[src/rtl/alu_pipe.sv]
// Handshaked EX-stage ALU: saturating add/sub, logic ops, shifts, LHB and an
// iterative shift-add signed multiply, with registered result and {V,Z,N} flags.
module alu_pipe #(
  parameter int unsigned WIDTH = 16,
  parameter int unsigned SHW   = $clog2(WIDTH)
) (
  input  logic             clk,
  input  logic             rst,
  input  logic             in_valid,
  output logic             in_ready,
  input  logic [3:0]       op,
  input  logic [WIDTH-1:0] src0,
  input  logic [WIDTH-1:0] src1,
  input  logic [SHW-1:0]   sh_amt,
  output logic             out_valid,
  input  logic             out_ready,
  output logic [WIDTH-1:0] dst,
  output logic [2:0]       flags
);

  localparam logic [3:0] OpAdd = 4'd0;
  localparam logic [3:0] OpSub = 4'd1;
  localparam logic [3:0] OpAnd = 4'd2;
  localparam logic [3:0] OpNor = 4'd3;
  localparam logic [3:0] OpSll = 4'd4;
  localparam logic [3:0] OpSrl = 4'd5;
  localparam logic [3:0] OpSra = 4'd6;
  localparam logic [3:0] OpLhb = 4'd7;
  localparam logic [3:0] OpMul = 4'd8;

  localparam logic [WIDTH-1:0]   MaxPos  = {1'b0, {(WIDTH-1){1'b1}}};
  localparam logic [WIDTH-1:0]   MinNeg  = {1'b1, {(WIDTH-1){1'b0}}};
  localparam logic [2*WIDTH-1:0] MaxPosW = {{WIDTH{1'b0}}, MaxPos};
  localparam logic [2*WIDTH-1:0] MinMagW = {{WIDTH{1'b0}}, MinNeg};
  localparam logic [SHW-1:0]     CntLast = SHW'(WIDTH - 1);

  typedef enum logic [1:0] {StIdle, StMul, StDone} state_e;

  state_e             state_q, state_d;
  logic [SHW-1:0]     cnt_q, cnt_d;
  logic [2*WIDTH-1:0] acc_q, acc_d;
  logic [2*WIDTH-1:0] mcand_q, mcand_d;
  logic [WIDTH-1:0]   mplier_q, mplier_d;
  logic               neg_q, neg_d;
  logic [WIDTH-1:0]   dst_q, dst_d;
  logic               v_q, v_d, z_q, z_d, n_q, n_d;
  logic               out_valid_q, out_valid_d;

  logic [WIDTH:0]     sum, diff;
  logic [WIDTH-1:0]   res, abs0, abs1, mul_res;
  logic               upd_v, upd_z, upd_n, v_new, mul_ovf;
  logic               in_fire, out_fire, load_alu, load_mul;

  assign in_ready  = (state_q == StIdle) && (!out_valid_q || out_ready);
  assign in_fire   = in_valid && in_ready;
  assign out_fire  = out_valid_q && out_ready;
  assign out_valid = out_valid_q;
  assign dst       = dst_q;
  assign flags     = {v_q, z_q, n_q};

  assign abs0 = src0[WIDTH-1] ? -src0 : src0;
  assign abs1 = src1[WIDTH-1] ? -src1 : src1;

  // Single-cycle ALU; sign-extended WIDTH+1 arithmetic so overflow never wraps.
  always_comb begin
    sum   = {src0[WIDTH-1], src0} + {src1[WIDTH-1], src1};
    diff  = {src0[WIDTH-1], src0} - {src1[WIDTH-1], src1};
    res   = src0;
    upd_v = 1'b0;
    upd_z = 1'b0;
    upd_n = 1'b0;
    v_new = 1'b0;
    case (op)
      OpAdd: begin
        upd_v = 1'b1; upd_z = 1'b1; upd_n = 1'b1;
        v_new = sum[WIDTH] ^ sum[WIDTH-1];
        res   = v_new ? (sum[WIDTH] ? MinNeg : MaxPos) : sum[WIDTH-1:0];
      end
      OpSub: begin
        upd_v = 1'b1; upd_z = 1'b1; upd_n = 1'b1;
        v_new = diff[WIDTH] ^ diff[WIDTH-1];
        res   = v_new ? (diff[WIDTH] ? MinNeg : MaxPos) : diff[WIDTH-1:0];
      end
      OpAnd: begin res = src0 & src1;              upd_z = 1'b1; end
      OpNor: begin res = ~(src0 | src1);           upd_z = 1'b1; end
      OpSll: begin res = src0 << sh_amt;           upd_z = 1'b1; end
      OpSrl: begin res = src0 >> sh_amt;           upd_z = 1'b1; end
      OpSra: begin res = $signed(src0) >>> sh_amt; upd_z = 1'b1; end
      OpLhb: res = {src1[WIDTH/2-1:0], src0[WIDTH/2-1:0]};
      default: res = src0;
    endcase
  end

  // Product magnitude fits in 2*WIDTH bits; saturate asymmetrically by sign.
  always_comb begin
    mul_ovf = neg_q ? (acc_q > MinMagW) : (acc_q > MaxPosW);
    if (mul_ovf) mul_res = neg_q ? MinNeg : MaxPos;
    else         mul_res = neg_q ? -acc_q[WIDTH-1:0] : acc_q[WIDTH-1:0];
  end

  always_comb begin
    state_d  = state_q;
    cnt_d    = cnt_q;
    acc_d    = acc_q;
    mcand_d  = mcand_q;
    mplier_d = mplier_q;
    neg_d    = neg_q;
    load_alu = 1'b0;
    load_mul = 1'b0;
    unique case (state_q)
      StIdle: begin
        if (in_fire) begin
          if (op == OpMul) begin
            state_d  = StMul;
            cnt_d    = '0;
            acc_d    = '0;
            mcand_d  = {{WIDTH{1'b0}}, abs0};
            mplier_d = abs1;
            neg_d    = src0[WIDTH-1] ^ src1[WIDTH-1];
          end else begin
            load_alu = 1'b1;
          end
        end
      end
      StMul: begin
        if (mplier_q[0]) acc_d = acc_q + mcand_q;
        mcand_d  = mcand_q << 1;
        mplier_d = mplier_q >> 1;
        cnt_d    = cnt_q + SHW'(1);
        if (cnt_q == CntLast) begin
          state_d = StDone;
          cnt_d   = '0;
        end
      end
      StDone: begin
        // Hold the product until the previous result has been taken.
        if (!out_valid_q || out_ready) begin
          load_mul = 1'b1;
          state_d  = StIdle;
        end
      end
      default: state_d = StIdle;
    endcase
  end

  always_comb begin
    dst_d = dst_q;
    v_d   = v_q;
    z_d   = z_q;
    n_d   = n_q;
    if (load_alu) begin
      dst_d = res;
      if (upd_v) v_d = v_new;
      if (upd_z) z_d = ~|res;
      if (upd_n) n_d = res[WIDTH-1];
    end else if (load_mul) begin
      dst_d = mul_res;
      v_d   = mul_ovf;
      z_d   = ~|mul_res;
      n_d   = mul_res[WIDTH-1];
    end
    if (load_alu || load_mul) out_valid_d = 1'b1;
    else if (out_fire)        out_valid_d = 1'b0;
    else                      out_valid_d = out_valid_q;
  end

  always_ff @(posedge clk) begin
    if (rst) begin
      state_q     <= StIdle;
      cnt_q       <= '0;
      acc_q       <= '0;
      mcand_q     <= '0;
      mplier_q    <= '0;
      neg_q       <= 1'b0;
      dst_q       <= '0;
      v_q         <= 1'b0;
      z_q         <= 1'b0;
      n_q         <= 1'b0;
      out_valid_q <= 1'b0;
    end else begin
      state_q     <= state_d;
      cnt_q       <= cnt_d;
      acc_q       <= acc_d;
      mcand_q     <= mcand_d;
      mplier_q    <= mplier_d;
      neg_q       <= neg_d;
      dst_q       <= dst_d;
      v_q         <= v_d;
      z_q         <= z_d;
      n_q         <= n_d;
      out_valid_q <= out_valid_d;
    end
  end

endmodule

[config.mk]
export PLATFORM = sky130hd
export DESIGN_NAME = alu_pipe
export DESIGN_NICKNAME = d
export VERILOG_FILES = /design/src/rtl/alu_pipe.sv
export SDC_FILE = /design/constraint.sdc
export NUM_CORES = 1
export LEC_CHECK = 0
export BUFFER_PORTS_ARGS = -buffer_cell sky130_fd_sc_hd__buf_4
export CORE_AREA = 2 2 141 171
export CTS_CLUSTER_DIAMETER = 150
export DETAILED_ROUTE_END_ITERATION = 16
export DIE_AREA = 0 0 143 173
export PLACE_DENSITY = 0.65
export SLEW_MARGIN = 20
export SYNTH_ARGS = -nofsm -noshare
export SYNTH_HDL_FRONTEND = slang
export SYNTH_SLANG_ARGS = --single-unit
[constraint.sdc]
create_clock -name clk -period 5.8 [get_ports clk]
set_input_delay 1.16 -clock clk [delete_from_list [all_inputs] [get_ports clk]]
set_output_delay 1.16 -clock clk [all_outputs]
set_load 0.02 [all_outputs]
==> key figures, run 1 <==
Timing
  • Finish-stage setup viols: 0
  • Pins Over Slew Limit: 0
  • Achievable Freq: slightly above 0.2 GHz
  • Slew margin rel.: between 40% and 50%
  • Worst Slack Setup Final: 911 ps
  • Tcrit/Tclk final: about 84%
  • Setup TNS: 0 ps
  • Final Hold Vio Count: 0
  • Min Hold Slack: 463 ps
  • Tightest Pin Transition: approximately 900 ps
  • Unrepaired setup endpoints after global routing: no
  • Tmin final: ~4900 ps
  • Worst Skew: around 13 ps

Synthesis
  • Synth top area cells: dfxtp_1 (19%), ha_1 (9.9%), nor2_1 (6.5%), a21oi_1 (5.9%), nand2_1 (5.5%)
  • Share of the synthesized area in the top cell type: a little under a fifth
  • Most used DFF post-synth: dfxtp_1
  • Syn. warnings: 0
  • Synth area leader: dfxtp_1
  • Syn Area/Cell: slightly above 7 um2
  • Syn nets: ~1.7k
  • Async SR Flop Fraction: 0%
  • Cells after Synth: ~1.6k
  • EDFF count, synth: 0
  • Mapped cell area: about 0.011 mm2
  • #FFs+latches synth: between 100 and 150
  • Register area share after synthesis: 18.8%
  • Distinct cells, synth: 85

Layout
  • Area added between synthesis and finish: 7.15%
  • Fin util: around 53%
  • Layout Nets: ~1.7k
  • Antenna diodes: 0
  • Fin cells: around 1.9k
  • Most frequent cells in the layout: nor2_1 (196), nand2_1 (167), a21oi_1 (133)
  • Fraction of layout cells with a size suffix above 1: under 10%
  • Commonest non-fill, non-tap cell in the layout: nor2_1
  • Filler cell count: approximately 2.3k
  • Final instance area: roughly 0.012 mm2

Pwr
  • Proportion of power drawn by the clock network: 29.8%
  • Sequential share of power: between 30% and 40%
  • Leakage: roughly 4.8 nW
  • Internal power: roughly 1.3 mW
  • Peak supply drop: 0.131 mV
  • PwrDens: between 150 and 200 mW/mm2
  • Switching power: 740 uW
  • Overall power: 2.03 mW
  • Switching share of total power: between 30 and 40%
  • Comb power frac: between 30 and 40%

Worst setup path
  • Reg2reg setup slack: around 1800 ps
  • Reg2reg start: acc_q[0]$_SDFFE_PP0P_
  • CP Capture Point: z_q$_SDFFE_PP0P_
  • Crit path from: src0[5]
  • R2R Path End: acc_q[30]$_SDFFE_PP0P_
  • Critical Setup Path Class: primary input to flip-flop
  • Reg2reg path depth: 13
  • Crit. End Element: flip-flop
  • Crit start category: primary input
  • Arrival time worst endpoint: between 5000 and 6000 ps
  • Crit Path Max Fanout: 13
  • Worst Path Required: ~6100 ps

Placed design
  • Area of placed instances: 0.0119 mm2
  • Post-detail-place hpwl: 32100 um
  • Post-place setup slack: a little over 700 ps
  • Placer Congestion: between 1 and 1.5
  • DP Cell Count: 1863
  • Port Buffer Count: between 60 and 70

Floorplan
  • Initial Util: 49.5%
  • Cell Rows: between 60 and 70
  • IO Pins: between 60 and 70
  • DIE HEIGHT: between 150 and 200 um
  • Die X: between 100 and 150 um
  • Die area: between 0.02 and 0.025 mm2
  • Core ar.: 0.0230 mm2

Clock network
  • Post-CTS Setup Bufs: 0
  • Inserted Clock Buffers: 9
  • Post-CTS sizing: 0
  • # hold bufs at CTS: 0
  • CTS tree: built
  • CTS clk-pin slew, worst paths: approximately 80 ps
  • Clock Tree Buf Depth: 2
  • CTS Root Cell: clkbuf_16
  • CTS Sinks: between 100 and 150
  • Clock latency on the worst-skew pair: about 350 ps
  • Maximum level of the CTS H-tree: 3

Global route
  • Largest net degree at the start of global routing: 52
  • Met3 GRT Util: approximately 3.0%
  • Antenna violations before repair: 0
  • Global-route wire length before repair: 64300 um
  • Met1 GRT Util: 41.5%
  • Gr usage total: between 30% and 40%
  • Overflow after GRT: 0
  • Met2 GRT Util: between 50% and 60%
  • Number of global-route vias before repair: 11.3k
  • Most used routing layer: met2

Flow run
  • # Max-Cap Violations: 0

Detailed routing
  • Routed via count: between 10k and 15k
  • Antenna Nets Post-Route: 0
  • WL per Instance: roughly 22 um
  • Initial DRC Count: about 1.2k
  • DRT Pass-1 Iters: 6
  • Post-DR vias/cell: roughly 6.5
  • Drt total wl: roughly 42000 um
  • Drt drc: 0

Status
  • Status: finished, final reports clean

Worst hold path
  • Hold/Removal Path Class: flip-flop to flip-flop
## state kept, by name, indices dropped and copies added (netlist names)
signal     count
out_valid      1
z_q            1
state_q        2
mplier_q      16
cnt_q          4
n_q            1
acc_q         32
v_q            1
dst           16
mcand_q       32
neg_q          1
## cell families after synthesis
logic type	after synthesis	share of synthesized area, %
buffers and inverters	171	6.17
and+or+nand+nor	583	23.1
muxes	33	4.14
xor gates and xnor gates	79	6.09
DFF	107	18.8
adders and majority gates	95	10.6
AOI/OAI and AO/OA	515	31.0
## critical path, stage by stage
cell and delay (ps):
buf_4 210, inv_1 110, ha_1 500, nor3b_1 320, or3_1 190, a31oi_2 60
a221oi_2 500, a21o_2 260, nand3_1 350, and3_4 350, a2111oi_4 280, a32oi_1 160
or4_1 510, o31ai_2 190
## final cells by class
type                       count  area (um2)  area share, %
sequential                   107        2140           17.6
multi-input combinational   1305        8550           70.2
clock inverter                 5        45.0          0.370
inverter                      60         225           1.85
tap                          315         394           3.24
clock buffer                  10         239           1.96
timing repair buffer          77         591           4.85
## power by group through the flow
stage                     combinational [mW]  clock [mW]  sequential [mW]
after floorplan                        0.423           0            0.786
after global placement                 0.637           0            0.779
after detailed placement               0.638           0            0.779
after CTS                              0.640       0.614            0.762
after global routing                   0.702       0.642            0.763
final                                  0.661       0.606            0.762
## layer usage
metal | vias up | share of wire, %
met1 | 5745 | 39
met2 | 643 | 47
li1 | 5759 | -
met4 | 0 | 7.2
met3 | 148 | 6.7
met5 | - | 0
## how the worst min path moves through the flow
stage	end	startpoint	depth (start not counted)
6_report	dst[15]$_SDFFE_PP0P_	dst[15]$_SDFFE_PP0P_	2
5_1_grt	v_q$_SDFFE_PP0P_	v_q$_SDFFE_PP0P_	2
4_1_cts	dst[15]$_SDFFE_PP0P_	dst[15]$_SDFFE_PP0P_	2
3_5_place_dp	dst[15]$_SDFFE_PP0P_	dst[15]$_SDFFE_PP0P_	2
3_3_place_gp	dst[15]$_SDFFE_PP0P_	dst[15]$_SDFFE_PP0P_	2
2_1_floorplan	v_q$_SDFFE_PP0P_	v_q$_SDFFE_PP0P_	2
## synthesized netlist by cell type, types with 6 or more instances
library cell / instances
buf_1: 9
nand4_1: 11
nand3_1: 58
o22ai_1: 6
o21bai_1: 12
mux2i_1: 20
a21oi_1: 133
xnor2_1: 62
dfxtp_1: 107
a311oi_1: 15
a21o_1: 19
nor2b_1: 14
nor2_1: 197
a22oi_1: 30
nor4_1: 14
xor2_1: 17
a221oi_1: 14
nand2b_1: 23
nand2_1: 167
nor3_1: 50
buf_2: 6
a22o_1: 9
or2_2: 9
o211ai_1: 18
clkbuf_1: 84
inv_1: 55
ha_1: 90
o31ai_1: 18
o21a_1: 8
o41ai_1: 9
nor3b_1: 8
a31oi_1: 12
o21ai_0: 89
a211oi_1: 39
mux4_2: 11
and3_1: 7
buf_4: 10
a31o_2: 6
a32oi_1: 11
or3_1: 7
a41oi_1: 6
(Power assumes the default switching activity.)
==> run 2, diff against run 1 <==
--- a/config.mk
+++ b/config.mk
@@ -10,7 +10,7 @@
 export CTS_CLUSTER_DIAMETER = 150
 export DETAILED_ROUTE_END_ITERATION = 16
 export DIE_AREA = 0 0 143 173
-export PLACE_DENSITY = 0.65
+export PLACE_DENSITY = 0.67
 export SLEW_MARGIN = 20
 export SYNTH_ARGS = -nofsm -noshare
 export SYNTH_HDL_FRONTEND = slang
==> constraint.sdc (replaced) <==
create_clock -name clk -period 4.2 [get_ports clk]
set_input_delay 0.84 -clock clk [delete_from_list [all_inputs] [get_ports clk]]
set_output_delay 0.84 -clock clk [all_outputs]
set_load 0.02 [all_outputs]
==> key figures, run 2 (synthesis results as in run 1) <==
Timing
  • Final Hold Vio Count: 0
  • Min Hold Slack: 457 ps
  • Pins Over Slew Limit: 0
  • Worst Slack Setup Final: 259 ps
  • Tightest Pin Transition: approximately 980 ps
  • Tmin final: between 3000 and 4000 ps
  • Unrepaired setup endpoints after global routing: no
  • Slew margin rel.: 34.8%
  • Finish-stage setup viols: 0
  • Worst Skew: about 13 ps
  • Achievable Freq: between 0.2 and 0.3 GHz
  • Tcrit/Tclk final: a little over nine tenths

Placed design
  • Post-detail-place hpwl: between 30000 and 40000 um
  • DP Cell Count: 2002
  • Port Buffer Count: 64
  • Placer Congestion: just over 1
  • Post-place setup slack: -85.8 ps

Worst setup path
  • Cells along the critical path: buf_4 -> inv_1 -> ha_1 -> nor3b_1 -> or3_1 -> a31oi_2 -> a221oi_2 -> a21o_2 -> or3_1 -> and3_4 -> a2111oi_4 -> a32oi_1 -> or4_1 -> o31ai_2
  • CP top delay family: simple AND/OR/NAND/NOR gates
  • Crit path largest cell delay: 470 ps
  • Cell mode on critical path: or3_1
  • Bufs and invs on worst path: 2
  • Crit. End Element: flip-flop
  • Critical Setup Path Class: primary input to flip-flop
  • Crit path depth: 14
  • Reg2reg path depth: 13
  • Reg2reg setup slack: 370 ps
  • CP Capture Point: z_q$_SDFFE_PP0P_
  • Crit path max-delay cell type: or3_1
  • Reg2reg start: mcand_q[0]$_SDFFE_PP0P_
  • Crit path from: src1[5]
  • Worst Path Required: around 4500 ps
  • Crit start category: primary input
  • R2R Path End: acc_q[30]$_SDFFE_PP0P_
  • Arrival time worst endpoint: 4220 ps
  • Crit Path Max Fanout: 6

Clock network
  • CTS Sinks: 107
  • CTS tree: built
  • Clock latency on the worst-skew pair: about 360 ps
  • Maximum level of the CTS H-tree: 3
  • CTS clk-pin slew, worst paths: around 80 ps
  • Clock Tree Buf Depth: 2
  • CTS Root Cell: clkbuf_16
  • Inserted Clock Buffers: 9
  • Post-CTS Setup Bufs: 0

Worst hold path
  • Hold/Removal Path Class: flip-flop to flip-flop
  • Hold Path Depth: 2

Layout
  • Fin util: 57.6%
  • Largest registers: acc_q: 32 flops, mcand_q: 32 flops
  • Fraction of layout cells with a size suffix above 1: between 10% and 20%
  • Most frequent cells in the layout: buf_4 (215), nor2_1 (196), nand2_1 (167)
  • Fin cells: between 2k and 2.5k
  • Commonest non-fill, non-tap cell in the layout: buf_4
  • Filler cell count: about 2.3k
  • Antenna diodes: 0
  • Area added between synthesis and finish: 16.3%
  • Layout Nets: about 1.8k

Global route
  • Overflow after GRT: 0
  • Gr usage total: 35.2%
  • Global-route wire length before repair: ~68000 um
  • Largest net degree at the start of global routing: 52
  • Antenna violations before repair: 0
  • Number of global-route vias before repair: ~12k

Floorplan
  • Die area: around 0.025 mm2
  • DIE HEIGHT: roughly 170 um
  • IO Pins: 65
  • Die X: 143 um
  • Core ar.: around 0.023 mm2
  • Cell Rows: just over 60
  • Initial Util: roughly 49%

Pwr
  • Overall power: approximately 3 mW
  • Leakage: approximately 5.5 nW
  • Peak supply drop: between 0.15 and 0.2 mV
  • PwrDens: roughly 220 mW/mm2

Detailed routing
  • Drt total wl: roughly 45000 um
  • Routed via count: 12.8k
  • Post-DR vias/cell: around 6.3
  • Drt drc: 0
  • WL per Instance: 22.2 um
  • Antenna Nets Post-Route: 0
  • Initial DRC Count: ~1.2k
  • DRT Pass-1 Iters: 6

Flow run
  • # Max-Cap Violations: 0

Status
  • Status: finished, final reports clean
## run 2: changes by cell type in the layout (fill, tap and decap cells not counted), sizes merged
cell    change
buf       +138
clkbuf      -1
clkinv      +3
inv         -1
## run 2: through the flow
step	TNS (ps)	area, um2
after floorplan	0	11400
after global placement	-38.2	12900
after detailed placement	-85.8	12900
after CTS	0	13200
after global routing	0	13200
final	0	13200
## run 2: metal layers
| layer | share of wire, % | vias up | track usage (%) |
|---|---|---|---|
| met4 | 7.6 | 0 | 22.9 |
| met3 | 5.2 | 156 | 3.43 |
| met1 | 40 | 6018 | 42.7 |
| met2 | 47 | 529 | 58.9 |
| li1 | - | 6050 | - |
| met5 | 0 | - | 0 |
## run 2: how the worst min path moves through the flow
stage / from / endpoint / slack, ps
6_report: dst[15]$_SDFFE_PP0P_ / dst[15]$_SDFFE_PP0P_ / 460
5_1_grt: dst[15]$_SDFFE_PP0P_ / dst[15]$_SDFFE_PP0P_ / 480
4_1_cts: dst[15]$_SDFFE_PP0P_ / dst[15]$_SDFFE_PP0P_ / 460
3_5_place_dp: dst[15]$_SDFFE_PP0P_ / dst[15]$_SDFFE_PP0P_ / 450
3_3_place_gp: v_q$_SDFFE_PP0P_ / v_q$_SDFFE_PP0P_ / 440
2_1_floorplan: v_q$_SDFFE_PP0P_ / v_q$_SDFFE_PP0P_ / 430
## run 2: what timing repair did
item / 4_1_cts / 5_1_grt
endpoints found under the setup margin: 0 / 1
gates resized for setup: 0 / 1
endpoints found under the hold margin: 0 / 0
hold buffers: 0 / 0
## run 2: final cells by class
type / count / area, um2 / area share [%]
clock inverters: 7 / 61.3 / 0.464
inverters: 60 / 225 / 1.70
flip-flops and latches: 107 / 2140 / 16.2
multi-input cells: 1305 / 8560 / 64.7
well taps: 315 / 394 / 2.98
repair buffers: 215 / 1610 / 12.2
clock buffers: 9 / 225 / 1.70
## run 2: worst min-delay path, delay by kind of cell (launching register included)
| family | cells | cell delay [ps] |
|---|---|---|
| DFF | 1 | 320 |
| and+or+nand+nor | 1 | 50 |
| AOI/OAI and AO/OA | 1 | 50 |
## run 2: report_power, final
part	internal (mW)	switching (mW)	leakage, nW	total [mW]
combinational	0.426	0.646	4.49	1.07
clock	0.414	0.428	0.139	0.842
sequential	1.04	0.0152	0.866	1.05
